## src/rtl/riscv_mem_pkg.sv

```systemverilog
// Shared definitions for the unified-RAM arbiter: access sizes, FSM states
// and the alignment rule used to reject D-side requests.
package riscv_mem_pkg;

    localparam logic [1:0] SIZE_B = 2'd0;
    localparam logic [1:0] SIZE_H = 2'd1;
    localparam logic [1:0] SIZE_W = 2'd2;
    localparam logic [1:0] SIZE_X = 2'd3;

    typedef enum logic {
        IDLE   = 1'b0,
        RMW_WR = 1'b1
    } state_e;

    // Illegal size or an address that is not naturally aligned for the size.
    function automatic logic d_access_bad(input logic [1:0] size, input logic [1:0] offs);
        logic bad;
        case (size)
            SIZE_B:  bad = 1'b0;
            SIZE_H:  bad = offs[0];
            SIZE_W:  bad = (offs != 2'd0);
            default: bad = 1'b1;
        endcase
        return bad;
    endfunction

endpackage

```

## src/rtl/store_merge.sv

```systemverilog
// Combinational lane merge for sub-word stores: overlays the right-aligned
// store data onto the old RAM word at the addressed byte/half lane.
module store_merge
    import riscv_mem_pkg::*;
(
    input  logic [31:0] old_i,
    input  logic [31:0] wdata_i,
    input  logic [1:0]  size_i,
    input  logic [1:0]  offs_i,
    output logic [31:0] merged_o
);

    logic [31:0] lane_mask_s;
    logic [31:0] shifted_s;

    // Build the lane mask for the size, then move mask and data to the target lane.
    always_comb begin
        case (size_i)
            SIZE_B:  lane_mask_s = 32'h0000_00FF << {offs_i, 3'b000};
            SIZE_H:  lane_mask_s = 32'h0000_FFFF << {offs_i, 3'b000};
            default: lane_mask_s = 32'hFFFF_FFFF;
        endcase
        shifted_s = wdata_i << {offs_i, 3'b000};
        merged_o  = (old_i & ~lane_mask_s) | (shifted_s & lane_mask_s);
    end

endmodule

```

## src/rtl/mem_arbiter.sv

```systemverilog
// Single-port RAM arbiter between instruction fetch and load/store unit:
// D priority with I starvation override, RMW for sub-word stores, registered responses.
module mem_arbiter
    import riscv_mem_pkg::*;
#(
    parameter int AW         = 32,
    parameter int DW         = 32,
    parameter int STARVE_MAX = 4
) (
    input  logic          clk_i,
    input  logic          rst_i,
    input  logic          i_req_i,
    input  logic [AW-1:0] i_addr_i,
    output logic          i_gnt_o,
    output logic          i_rvalid_o,
    output logic [DW-1:0] i_rdata_o,
    input  logic          d_req_i,
    input  logic          d_we_i,
    input  logic [1:0]    d_size_i,
    input  logic [AW-1:0] d_addr_i,
    input  logic [DW-1:0] d_wdata_i,
    output logic          d_gnt_o,
    output logic          d_rvalid_o,
    output logic [DW-1:0] d_rdata_o,
    output logic          d_err_o,
    output logic          ram_we_o,
    output logic [AW-1:0] ram_a_o,
    output logic [DW-1:0] ram_wd_o,
    input  logic [DW-1:0] ram_rd_i
);

    localparam int SW = $clog2(STARVE_MAX + 1);

    state_e          state_q;
    logic [SW-1:0]   starve_q;
    logic [AW-1:0]   rmw_addr_q;
    logic [DW-1:0]   rmw_data_q;
    logic            i_rvalid_q;
    logic [DW-1:0]   i_rdata_q;
    logic            d_rvalid_q;
    logic [DW-1:0]   d_rdata_q;
    logic            d_err_q;

    logic            idle_s;
    logic            starve_full_s;
    logic            d_win_s;
    logic            i_win_s;
    logic            d_bad_s;
    logic            d_word_st_s;
    logic [SW-1:0]   starve_d;
    logic [AW-1:0]   d_word_addr_s;
    logic [DW-1:0]   shifted_s;
    logic [DW-1:0]   load_data_s;
    logic [DW-1:0]   merged_s;

    store_merge u_merge (
        .old_i    (ram_rd_i),
        .wdata_i  (d_wdata_i),
        .size_i   (d_size_i),
        .offs_i   (d_addr_i[1:0]),
        .merged_o (merged_s)
    );

    // Arbitration: grants only in IDLE outside reset, D wins unless I is starved.
    always_comb begin
        idle_s        = (state_q == IDLE) && !rst_i;
        starve_full_s = (starve_q == SW'(STARVE_MAX));
        d_win_s       = idle_s && d_req_i && !(i_req_i && starve_full_s);
        i_win_s       = idle_s && i_req_i && !d_win_s;
        d_bad_s       = d_access_bad(d_size_i, d_addr_i[1:0]);
        d_word_st_s   = d_we_i && !d_bad_s && (d_size_i == SIZE_W);
        d_word_addr_s = d_addr_i & ~AW'(3);
        if (i_req_i && !i_win_s) begin
            starve_d = starve_full_s ? starve_q : starve_q + SW'(1);
        end else begin
            starve_d = SW'(0);
        end
    end

    // Load data: move the addressed lane down to bit 0 and zero-extend to the size.
    always_comb begin
        shifted_s = ram_rd_i >> {d_addr_i[1:0], 3'b000};
        case (d_size_i)
            SIZE_B:  load_data_s = DW'(shifted_s[7:0]);
            SIZE_H:  load_data_s = DW'(shifted_s[15:0]);
            default: load_data_s = shifted_s;
        endcase
    end

    // RAM port mux: pending merge write first, then the cycle's winner.
    always_comb begin
        ram_we_o = 1'b0;
        ram_a_o  = '0;
        ram_wd_o = '0;
        if (state_q == RMW_WR) begin
            ram_we_o = 1'b1;
            ram_a_o  = rmw_addr_q;
            ram_wd_o = rmw_data_q;
        end else if (i_win_s) begin
            ram_a_o  = i_addr_i & ~AW'(3);
        end else if (d_win_s && !d_bad_s) begin
            ram_a_o = d_word_addr_s;
            if (d_word_st_s) begin
                ram_we_o = 1'b1;
                ram_wd_o = d_wdata_i;
            end else begin
                ram_wd_o = '0;
            end
        end else begin
            ram_a_o = '0;
        end
    end

    // FSM, starvation counter and response registers.
    always_ff @(posedge clk_i or posedge rst_i) begin
        if (rst_i) begin
            state_q    <= IDLE;
            starve_q   <= '0;
            rmw_addr_q <= '0;
            rmw_data_q <= '0;
            i_rvalid_q <= 1'b0;
            i_rdata_q  <= '0;
            d_rvalid_q <= 1'b0;
            d_rdata_q  <= '0;
            d_err_q    <= 1'b0;
        end else begin
            starve_q   <= starve_d;
            i_rvalid_q <= i_win_s;
            if (i_win_s) begin
                i_rdata_q <= ram_rd_i;
            end
            d_rvalid_q <= 1'b0;
            d_err_q    <= 1'b0;
            case (state_q)
                IDLE: begin
                    if (d_win_s) begin
                        if (d_bad_s) begin
                            d_rvalid_q <= 1'b1;
                            d_err_q    <= 1'b1;
                            d_rdata_q  <= '0;
                        end else if (!d_we_i) begin
                            d_rvalid_q <= 1'b1;
                            d_rdata_q  <= load_data_s;
                        end else if (d_word_st_s) begin
                            d_rvalid_q <= 1'b1;
                            d_rdata_q  <= '0;
                        end else begin
                            rmw_addr_q <= d_word_addr_s;
                            rmw_data_q <= merged_s;
                            state_q    <= RMW_WR;
                        end
                    end
                end
                RMW_WR: begin
                    d_rvalid_q <= 1'b1;
                    d_rdata_q  <= '0;
                    state_q    <= IDLE;
                end
                default: state_q <= IDLE;
            endcase
        end
    end

    assign i_gnt_o    = i_win_s;
    assign d_gnt_o    = d_win_s;
    assign i_rvalid_o = i_rvalid_q;
    assign i_rdata_o  = i_rdata_q;
    assign d_rvalid_o = d_rvalid_q;
    assign d_rdata_o  = d_rdata_q;
    assign d_err_o    = d_err_q;

endmodule

```

## config.mk

```make
export PLATFORM = sky130hd
export DESIGN_NAME = mem_arbiter
export DESIGN_NICKNAME = d
export VERILOG_FILES = /design/src/rtl/riscv_mem_pkg.sv /design/src/rtl/store_merge.sv /design/src/rtl/mem_arbiter.sv
export SDC_FILE = /design/constraint.sdc
export NUM_CORES = 1
export LEC_CHECK = 0
export ABC_CLOCK_PERIOD_IN_PS = 10200
export BUFFER_PORTS_ARGS = -buffer_cell sky130_fd_sc_hd__buf_2
export CAP_MARGIN = 25
export CORE_MARGIN = 2
export CORE_UTILIZATION = 50
export CTS_BUF_LIST = sky130_fd_sc_hd__clkbuf_8
export DETAILED_ROUTE_END_ITERATION = 8
export PLACE_DENSITY = 0.8
export SYNTH_ARGS = -nofsm -noshare
export SYNTH_HDL_FRONTEND = slang
export SYNTH_SLANG_ARGS = --single-unit
```

## constraint.sdc

```tcl
create_clock -name clk_i -period 10.2 [get_ports clk_i]
set_input_delay 0.51 -clock clk_i [delete_from_list [all_inputs] [get_ports clk_i]]
set_output_delay 0.51 -clock clk_i [all_outputs]
set_load 0.02 [all_outputs]
```

==> reports/qor.csv <==
metric;value;unit
worst rel slew slack;39.02;%
utilization after layout;63.82;%
Seq cells post-synth;133;
CP bufs+invs;4;
min-delay worst type;primary input to asynchronous set/reset pin;
Max Fclk;290.9;MHz
post-detail-place hpwl;15.79;mm
Worst EP required;9.69;ns
Residual DRC;0;
Slowest-stage cell, CP;or2_1;
number of placed instances, taps included;1058;
Setup TNS Final;0;ns
setup clock skew after layout;0.008323;ns
post-route ant nets;0;
ys flop type;dfrtp_1;
Post-Place Cell Area;8830;um2
drt via density;5.786;
worst vdd ir;0.00007957;V
Cell variety after synth;46;
vias in the first global route;6162;
total inserted antenna cells;0;
syn_area_per_cell;11.32;um2
Multi-input gate area;3801;um2
num ports;269;
FF+latch area;3329;um2
commonest cells in the synthesized netlist;133 x dfrtp_1, 116 x mux2_2, 64 x mux2i_1;
outcome;finished clean;
die area;15870;um2
Die H;126.0;um
FILL cells;1194;
total track usage;27.34;%
unrepaired setup endpoints after global routing;no;
r2r setup slk;7.29;ns
Area contributors post-synth;dfrtp_1 45%, mux2_2 18%, mux2i_1 8.6%, a32o_1 4.0%, a22o_1 3.8%;
Placer Congestion;0.8529;
cts hold-fix bufs;0;
worst path cell trace;buf_2 -> buf_4 -> or2_1 -> a21oi_2 -> buf_4 -> a32o_1 -> mux2_2 -> buf_2;
count leader, synth;dfrtp_1;
Leak;4.687;nW
CP Data Arrival Time;2.93;ns
row cnt;44;
largest net degree at the start of global routing;77;
H-tree depth;4;
DR iter-0 viols;404;
Setup violations, final;0;
effective utilization at floorplan;51.17;%
delay-heaviest family, CP;buffers and inverters;
CTS tree;built;
register area share after synthesis;44.75;%
max_cap viols;0;
post-synth design cell area;7437;um2
pwr dens;160.9;nW/um2
critical path startpoint category;primary input;
Pre-antenna DRT Iters;4;
Post-CTS Setup Bufs;0;
Final Max Tran Viols;0;
final WL;21.88;mm
P&R area growth vs syn;24.71;%
vias;6312;
CP Class;primary input to output port;
post-route cell area;9275;um2
Clk Tree Root Cell;clkbuf_8;
Max stage delay on crit path;0.63;ns
share of the synthesized area in the top cell type;44.75;%
core outline area;14530;um2
Final nets;1031;
total power;1.492;mW
first-pass GRT wire length;33.84;mm
synthesized instance count;657;
chip width;126.0;um
post-route minimum period;3.437;ns
antenna violations before repair;0;
Ys Warns;0;
final number of hold-violating endpoints;0;
# port buffers;264;
Post-synth EDFFs;0;
CP max FO;57;
area leader, netlist;dfrtp_1;
Max clock buf depth;2;
Finished Layout Cells;1091;
total CTS buffers;17;
Period Utilization, post-route;33.70;%
gr ovfl total;0;
share of layout cells above drive strength 1;47.85;%
clock latency on the worst-skew pair;0.45;ns
clk sinks;133;
clock input transition at the sequential cells of the worst setup and hold paths;0.08;ns
endpoint class of the critical path;output port;
Worst Tran Pin Value;0.9146;ns
routed length per instance;20.06;um
cts repair resizes;0;
async set or reset register ratio after synthesis;100.0;%
==> worst paths after layout <==
| check | from | end | depth (start not counted) |
|---|---|---|---|
| max in group asynchronous | rst_i | rmw_data_q[18]$_DFFE_PP0P_ | 4 |
| worst min register to register | d_rdata_o[0]$_DFFE_PP0P_ | d_rdata_o[0]$_DFFE_PP0P_ | 1 |
| worst max-delay path | d_addr_i[0] | ram_a_o[20] | 8 |
| worst min-delay path | rst_i | starve_q[2]$_DFFE_PP0P_ | 2 |
| worst max register to register | starve_q[0]$_DFFE_PP0P_ | rmw_data_q[25]$_DFFE_PP0P_ | 8 |
| min in group clk_i | d_addr_i[26] | rmw_addr_q[26]$_DFFE_PP0P_ | 2 |
==> state kept, by name (all words and copies together), names as in the netlist <==
register    flops
d_err_o         1
d_rdata_o      32
d_rvalid_o      1
i_rdata_o      32
i_rvalid_o      1
rmw_addr_q     30
rmw_data_q     32
starve_q        3
state_q         1
==> cells by family after synthesis <==
logic type / share of synthesized area (%)
other: 0.05042
DFF: 44.75
muxes: 27.39
adders and majority gates: 0.3364
AOI/OAI and AO/OA: 15.71
and+or+nand+nor: 7.134
buffers and inverters: 4.627
==> area by class of cell <==
type | instances | share of cell area (%)
Clock buffer | 19 | 2.819
Clock inverter | 13 | 1.686
Inverter | 15 | 0.6610
Multi-Input combinational cell | 451 | 40.98
Sequential cell | 133 | 35.90
Tap cell | 184 | 2.482
Timing Repair Buffer | 276 | 15.47
==> where the power goes <==
part / internal [mW] / switching (mW) / total (mW) / leakage (nW)
Clock: 0.253 / 0.215 / 0.468 / 0.205
Sequential: 0.622 / 0.0507 / 0.673 / 1.68
Combinational: 0.154 / 0.196 / 0.351 / 2.81
==> per-layer routing <==
metal,global-route usage [%],routed length [um]
met5,0,0
met1,34.97,9009
met4,10.28,513
met3,5.777,1524
met2,45.79,10830
==> cells in the final DEF, fill, tap and decap left out, types with 3 or more instances in the layout <==
cell type	instances
a21oi_1	8
mux2_2	116
a211oi_1	16
buf_2	264
a2bb2oi_1	8
nor2b_1	22
o21ai_1	3
nor2_1	27
dfrtp_1	132
clkinv_2	3
nand2_1	49
a32o_1	30
inv_1	13
bufinv_16	3
clkbuf_8	19
o2bb2ai_1	8
clkinvlp_4	4
a22o_1	32
buf_4	10
o211ai_1	8
mux2_1	8
mux2i_1	64
o21ai_0	25
==> stage by stage <==
| step | worst slack [ns] | hold WS [ns] |
|---|---|---|
| global placement | 6.566 | 0.4652 |
| global route | 6.593 | 0.2022 |
| CTS | 6.737 | 0.1769 |
| floorplan | 6.136 | 0.4502 |
| finish | 6.763 | 0.1614 |
| detailed placement | 6.702 | 0.4742 |
Note: power is estimated with default switching activity, not from simulation.
